===== src/rtl/regfile_wb_sequencer_if.sv =====
// Writeback request / register-file write-port bundle for regfile_wb_sequencer.
// The producer (memory stage side) uses the master modport; the sequencer uses slave.
interface regfile_wb_sequencer_if #(
  parameter int DATA_W = 64,
  parameter int ADDR_W = 4,
  parameter int NREGS  = 15
);
  // Writeback request from the memory stage
  logic              wb_valid;
  logic              wb_ready;
  logic [ADDR_W-1:0] dstE;
  logic [DATA_W-1:0] valE;
  logic [ADDR_W-1:0] dstM;
  logic [DATA_W-1:0] valM;
  // Register-file write port and status
  logic              wr_en;
  logic [ADDR_W-1:0] wr_addr;
  logic [DATA_W-1:0] wr_data;
  logic [NREGS-1:0]  busy_mask;
  logic              idle;

  modport master (
    output wb_valid, dstE, valE, dstM, valM,
    input  wb_ready, wr_en, wr_addr, wr_data, busy_mask, idle
  );

  modport slave (
    input  wb_valid, dstE, valE, dstM, valM,
    output wb_ready, wr_en, wr_addr, wr_data, busy_mask, idle
  );
endinterface


===== src/rtl/regfile_wb_sequencer.sv =====
// Serialises the E and M writes of each retired instruction onto the single
// register-file write port, always E first, and publishes a per-register busy
// mask so decode can stall on operands whose writes have not landed yet.
module regfile_wb_sequencer #(
  parameter int                DATA_W = 64,
  parameter int                ADDR_W = 4,
  parameter int                NREGS  = 15,
  parameter logic [ADDR_W-1:0] RNONE  = 4'hF
) (
  input  logic                 clk,
  input  logic                 rst,
  regfile_wb_sequencer_if.slave bus
);

  typedef enum logic [1:0] {
    ST_IDLE = 2'd0,
    ST_WR_E = 2'd1,
    ST_WR_M = 2'd2
  } state_t;

  localparam logic [ADDR_W:0]  LP_NREGS = (ADDR_W+1)'(NREGS);
  localparam logic [NREGS-1:0] LP_ONE   = NREGS'(1);

  state_t            r_state;
  state_t            w_state_nxt;
  logic [ADDR_W-1:0] r_e_addr;
  logic [ADDR_W-1:0] r_m_addr;
  logic [DATA_W-1:0] r_m_data;
  logic              r_m_pending;
  logic              r_wr_en;
  logic [ADDR_W-1:0] r_wr_addr;
  logic [DATA_W-1:0] r_wr_data;
  logic [ADDR_W-1:0] w_wr_addr_nxt;
  logic [DATA_W-1:0] w_wr_data_nxt;
  logic [NREGS-1:0]  w_busy;
  logic              w_keep_e;
  logic              w_keep_m;
  logic              w_ready;
  logic              w_xfer;

  // A destination is real only if it is not the "none" code and names an architectural register.
  function automatic logic dst_ok(input logic [ADDR_W-1:0] dst);
    return (dst != RNONE) && ({1'b0, dst} < LP_NREGS);
  endfunction

  // M wins when both writes target the same register, so E is dropped in that case.
  assign w_keep_m = dst_ok(bus.dstM);
  assign w_keep_e = dst_ok(bus.dstE) && !(w_keep_m && (bus.dstE == bus.dstM));

  // Ready whenever this cycle is the last write of the current sequence (or nothing is pending).
  assign w_ready = (r_state == ST_IDLE) || (r_state == ST_WR_M) ||
                   ((r_state == ST_WR_E) && !r_m_pending);
  assign w_xfer  = bus.wb_valid && w_ready;

  // Next-state and next write-port values.
  always_comb begin
    // NOTE: every combinationally assigned signal gets a default first so no path infers a latch.
    w_state_nxt   = ST_IDLE;
    w_wr_addr_nxt = RNONE;
    w_wr_data_nxt = r_wr_data;
    if (w_xfer) begin
      if (w_keep_e) begin
        w_state_nxt   = ST_WR_E;
        w_wr_addr_nxt = bus.dstE;
        w_wr_data_nxt = bus.valE;
      end else if (w_keep_m) begin
        w_state_nxt   = ST_WR_M;
        w_wr_addr_nxt = bus.dstM;
        w_wr_data_nxt = bus.valM;
      end
    end else if ((r_state == ST_WR_E) && r_m_pending) begin
      w_state_nxt   = ST_WR_M;
      w_wr_addr_nxt = r_m_addr;
      w_wr_data_nxt = r_m_data;
    end
  end

  // State register and registered write-port outputs.
  always_ff @(posedge clk or posedge rst) begin
    if (rst) begin
      r_state   <= ST_IDLE;
      r_wr_en   <= 1'b0;
      r_wr_addr <= RNONE;
      r_wr_data <= '0;
    end else begin
      // NOTE: sequential state uses non-blocking assignments so every flop samples pre-edge values.
      r_state   <= w_state_nxt;
      r_wr_en   <= (w_state_nxt != ST_IDLE);
      r_wr_addr <= w_wr_addr_nxt;
      r_wr_data <= w_wr_data_nxt;
    end
  end

  // Capture the request fields on every transfer; a reset discards whatever was captured.
  always_ff @(posedge clk or posedge rst) begin
    if (rst) begin
      r_e_addr    <= RNONE;
      r_m_addr    <= RNONE;
      r_m_data    <= '0;
      r_m_pending <= 1'b0;
    end else if (w_xfer) begin
      r_e_addr    <= bus.dstE;
      r_m_addr    <= bus.dstM;
      r_m_data    <= bus.valM;
      r_m_pending <= w_keep_m;
    end
  end

  // Busy mask: every captured write not yet completed, including the one issuing now.
  always_comb begin
    w_busy = '0;
    case (r_state)
      ST_WR_E: begin
        w_busy = LP_ONE << r_e_addr;
        if (r_m_pending) w_busy = w_busy | (LP_ONE << r_m_addr);
      end
      ST_WR_M: w_busy = LP_ONE << r_m_addr;
      default: w_busy = '0;
    endcase
  end

  assign bus.wb_ready  = w_ready;
  assign bus.wr_en     = r_wr_en;
  assign bus.wr_addr   = r_wr_addr;
  assign bus.wr_data   = r_wr_data;
  assign bus.busy_mask = w_busy;
  assign bus.idle      = (r_state == ST_IDLE);

endmodule


===== src/flat_wrapper.sv =====
// flat-port wrapper written by rule: the top's interface ports become plain ports
module regfile_wb_sequencer_flat 
#(
  parameter int                DATA_W = 64,
  parameter int                ADDR_W = 4,
  parameter int                NREGS  = 15,
  parameter logic [ADDR_W-1:0] RNONE  = 4'hF
)
  (clk, rst, bus_wb_valid, bus_dstE, bus_valE, bus_dstM, bus_valM, bus_wb_ready, bus_wr_en, bus_wr_addr, bus_wr_data, bus_busy_mask, bus_idle);
  regfile_wb_sequencer_if #(.DATA_W(DATA_W), .ADDR_W(ADDR_W), .NREGS(NREGS)) bus_i ();
  input  logic clk;
  input  logic rst;
  input wire logic [$bits(bus_i.wb_valid)-1:0] bus_wb_valid;
  input wire logic [$bits(bus_i.dstE)-1:0] bus_dstE;
  input wire logic [$bits(bus_i.valE)-1:0] bus_valE;
  input wire logic [$bits(bus_i.dstM)-1:0] bus_dstM;
  input wire logic [$bits(bus_i.valM)-1:0] bus_valM;
  output wire logic [$bits(bus_i.wb_ready)-1:0] bus_wb_ready;
  output wire logic [$bits(bus_i.wr_en)-1:0] bus_wr_en;
  output wire logic [$bits(bus_i.wr_addr)-1:0] bus_wr_addr;
  output wire logic [$bits(bus_i.wr_data)-1:0] bus_wr_data;
  output wire logic [$bits(bus_i.busy_mask)-1:0] bus_busy_mask;
  output wire logic [$bits(bus_i.idle)-1:0] bus_idle;
  assign bus_i.wb_valid = bus_wb_valid;
  assign bus_i.dstE = bus_dstE;
  assign bus_i.valE = bus_valE;
  assign bus_i.dstM = bus_dstM;
  assign bus_i.valM = bus_valM;
  assign bus_wb_ready = bus_i.wb_ready;
  assign bus_wr_en = bus_i.wr_en;
  assign bus_wr_addr = bus_i.wr_addr;
  assign bus_wr_data = bus_i.wr_data;
  assign bus_busy_mask = bus_i.busy_mask;
  assign bus_idle = bus_i.idle;
  regfile_wb_sequencer #(.DATA_W(DATA_W), .ADDR_W(ADDR_W), .NREGS(NREGS), .RNONE(RNONE)) u_core (.clk(clk), .rst(rst), .bus(bus_i));
endmodule

===== config.mk =====
export PLATFORM = sky130hd
export DESIGN_NAME = regfile_wb_sequencer_flat
export DESIGN_NICKNAME = d
export VERILOG_FILES = /design/src/rtl/regfile_wb_sequencer_if.sv /design/src/rtl/regfile_wb_sequencer.sv /design/src/flat_wrapper.sv
export SDC_FILE = /design/constraint.sdc
export NUM_CORES = 1
export LEC_CHECK = 0
export BUFFER_PORTS_ARGS = -buffer_cell sky130_fd_sc_hd__buf_2
export CAP_MARGIN = 10
export CORE_MARGIN = 2
export CORE_UTILIZATION = 50
export CTS_BUF_LIST = sky130_fd_sc_hd__clkbuf_4 sky130_fd_sc_hd__clkbuf_8
export DETAILED_ROUTE_END_ITERATION = 10
export PLACE_DENSITY = 0.78
export SLEW_MARGIN = 20
export SYNTH_ARGS = -nofsm -noshare
export SYNTH_HDL_FRONTEND = slang
export SYNTH_SLANG_ARGS = --single-unit

===== constraint.sdc =====
create_clock -name clk -period 8.9 [get_ports clk]
set_clock_uncertainty 0.2 [all_clocks]
set_input_delay 1.78 -clock clk [delete_from_list [all_inputs] [get_ports clk]]
set_output_delay 1.78 -clock clk [all_outputs]
set_load 0.03 [all_outputs]

==> results.md <==
* Mapped Cells at 679
* Worst hold path type: flip-flop to flip-flop
* Chip width at 122 µm
* Area Overhead vs Synth at 23.1%
* Worst Min Path Start: u_core.bus.wr_data[48]
* Post-DRT Antenna Nets at 0
* Number of H-tree levels at 4
* Hold slack at 0.276 ns
* Status: finished clean
* Synthesis warning total at 0
* Final hold viol count at 0
* Slew Viols, Final at 0
* Total I/O pin count at 225
* Hold path depth at 2
* Core region area at 0.0137 mm²
* Setup bufs post-CTS at 0
* Most used DFF post-synth: dfrtp_1
* Routed WL at approximately 17 mm
* Sink Count at between 100 and 150
* Crit path required time at 6.92 ns
* Reg2reg start: u_core.r_state[1]
* Period utilisation layout at about 49%
* ANT cells at 0
* Pre-antenna DRT Iters at 7
* Root Buffer Master: clkbuf_8
* DP HPWL at 11.8 mm
* Post-Place Worst Slack at around 4.1 ns
* Post-synth top cells: nor2_1, dfrtp_1, mux2_2
* CP Cell Sequence: inv_1 > ha_1 > a21oi_1 > or3b_2 > nor3_1 > o21a_1 > buf_2
* Site Rows at 43
* Wire per inst at ~16 µm
* CP startpoint kind: flip-flop
* Power Density at between 300 and 400 mW/mm²
* Buffer depth of the longest clock path at 2
* Top cell type's share of synthesized area at 47.5%
* Post-synth design cell area at 0.00695 mm²
* Post-synth cell types at 39
* Slew Limit Headroom at 34.8%
* Starting Density at 50.7%
* DR DRC count at 0
* CP top delay family: simple AND/OR/NAND/NOR gates
* Worst-path clk slew at 0.07 ns
* CP max-delay cell: or3b_2
* Most common cell in the netlist: nor2_1
* Post-synth EDFFs at 0
* Ys async rst share at 100%
* Die H at 122 µm
* Post-CTS sizing at 0
* CP bufs+invs at 2
* Post-route setup slack at 4.54 ns
* Global-route usage over all layers at 24.0%
* Initial antenna violation count at 0
* Syn_nets at 821
* Largest net degree at the start of global routing at 88
* Reg2reg path depth at 9
* Leakage power at 3.98 nW
* Min cycle time layout at between 4 and 5 ns
* Hold EP: u_core.bus.wr_data[48]
* Worst setup EP type: output pin
* CTS Hold Bufs at 0
* Fmax at 229 MHz
* CP Max Fanout at 8
* Arr. time, crit path at between 2 and 2.5 ns
* R2R Setup Slk at around 5.4 ns
* Clock tree from TritonCTS: yes
* Grt ovf at 0
* Inserted Clock Buffers at 17
* Syn avg cell area at 10.2 µm²
* Sequential fraction of the synthesis area at 52.0%
* Top cells by area, synth: dfrtp_1, mux2_2, nor2_1, a21oi_1, o31ai_1
* Iter 0 DRT Violations at 367
* Max-cap viol count at 0
* First-pass GRT wire length at 27.9 mm
* Cell Area, Placed at 0.00816 mm²
* FF-to-FF End: u_core.bus.wr_data[44]
* Total number of vias at 5915
* Clock latency on the worst-skew pair at around 0.43 ns
* Max incr delay on CP at 0.52 ns
* Post-synth top area cell: dfrtp_1
* Tot Pwr at 3.10 mW
* Final setup viols at 0
* Vias in the first global route at 5536
* IO buf count at approximately 220
* TNS Setup at 0 ns
* RSZ-0062 raised after global routing: false
* Fillers at 1127
* Critical path class: flip-flop to output pin
* FF+latch count, synth at 144
* Via density at 5.48
* Design area at 0.00856 mm²
* Maximum vdd drop at 0.185 mV
* Share of cells above drive strength 1 at 41.8%
* Layout Nets at 1030
* Die area at 0.0149 mm²
* RePlAce Congestion at approximately 0.9
* Worst slew pin tran at a little under 1 ns
-- cell type report --
type	count	area, µm²	share of cell area (%)
tap	180	225	2.63
inverter	6	27.5	0.322
clock buffer	25	325	3.80
timing repair buffer	232	1180	13.8
clock inverter	5	77.6	0.906
multi-input combinational	487	3100	36.3
sequential	144	3620	42.3
-- flip-flops by register name, summed over array words and instances, names as in the netlist --
signal              cells
u_core.r_m_pending      1
u_core.bus.wr_data     64
u_core.r_m_addr         4
u_core.r_state          2
u_core.bus.wr_en        1
u_core.bus.wr_addr      4
u_core.r_e_addr         4
u_core.r_m_data        64
-- cell usage in the layout, fill, tap and decap left out, drive strengths merged, types with 2 or more instances in the layout --
| master | netlist | final |
|---|---|---|
| and2 | 11 | 11 |
| a31oi | 4 | 4 |
| nand2 | 69 | 69 |
| and4 | 3 | 3 |
| o21ai | 6 | 6 |
| or3b | 2 | 2 |
| buf | 27 | 232 |
| xnor2 | 4 | 4 |
| nor2 | 134 | 134 |
| o21a | 4 | 4 |
| nand3b | 3 | 3 |
| ha | 3 | 3 |
| dfrtp | 132 | 132 |
| nand2b | 5 | 5 |
| o31ai | 63 | 63 |
| nand4 | 3 | 3 |
| mux2 | 72 | 72 |
| bufinv | 0 | 2 |
| clkbuf | 15 | 25 |
| and3 | 2 | 2 |
| nand3 | 2 | 2 |
| clkinv | 0 | 2 |
| dfstp | 12 | 12 |
| a21oi | 70 | 70 |
| inv | 6 | 6 |
| nor3 | 8 | 8 |
| o22ai | 12 | 12 |
-- cells by family (layout without fill, tap and decap cells) --
kind of cell             count (synthesis)  count (layout)  synth area share (%)
multiplexers                            73              73                  11.8
AO/OA/AOI/OAI                          164             164                  16.9
XOR/XNOR                                 4               4                 0.504
AND/OR/NAND/NOR                        243             243                  14.6
buffers and inverters                   48             268                  3.54
flip-flops                             144             144                  52.0
adder cells (fa/ha/maj)                  3               3                 0.540
-- tightest hold or removal path: stages (launching register included) --
cell	delay [ns]
dfrtp_1	0.34
nand2_1	0.05
o31ai_1	0.06
-- through the flow --
stage	cells	utilization, %
6_report	1079	62.4
5_1_grt	1079	62.4
4_1_cts	1079	62.4
3_5_place_dp	1049	59.4
3_3_place_gp	1049	59.4
2_1_floorplan	679	-
-- how the worst max path moves through the flow --
stage	to	cells after the start	start	slack [ns]
global placement	u_core.bus.wr_data[7]	9	bus_dstE[3]	4.16
global route	bus_busy_mask[4]	7	u_core.r_state[1]	4.33
CTS	bus_busy_mask[4]	7	u_core.r_state[1]	4.51
floorplan	u_core.bus.wr_data[0]	1	rst	3.07
detailed placement	u_core.bus.wr_data[7]	9	bus_dstE[3]	4.08
finish	bus_busy_mask[4]	7	u_core.r_state[1]	4.54
-- per-layer routing --
metal	vias to the layer above	GRT usage, %	share of wire [%]
li1	2790	-	-
met1	2873	33.3	44
met2	224	37.4	47
met3	28	5.43	6.7
met4	0	8.33	2.0
met5	-	0	0
-- power by group --
group | leakage (nW) | switching [mW] | internal (mW) | total, mW
Combinational | 2.11 | 0.874 | 0.505 | 1.38
Sequential | 1.66 | 0.196 | 0.999 | 1.20
Clock | 0.208 | 0.229 | 0.292 | 0.521
Total | 3.98 | 1.30 | 1.80 | 3.10
(Power assumes the default switching activity.)
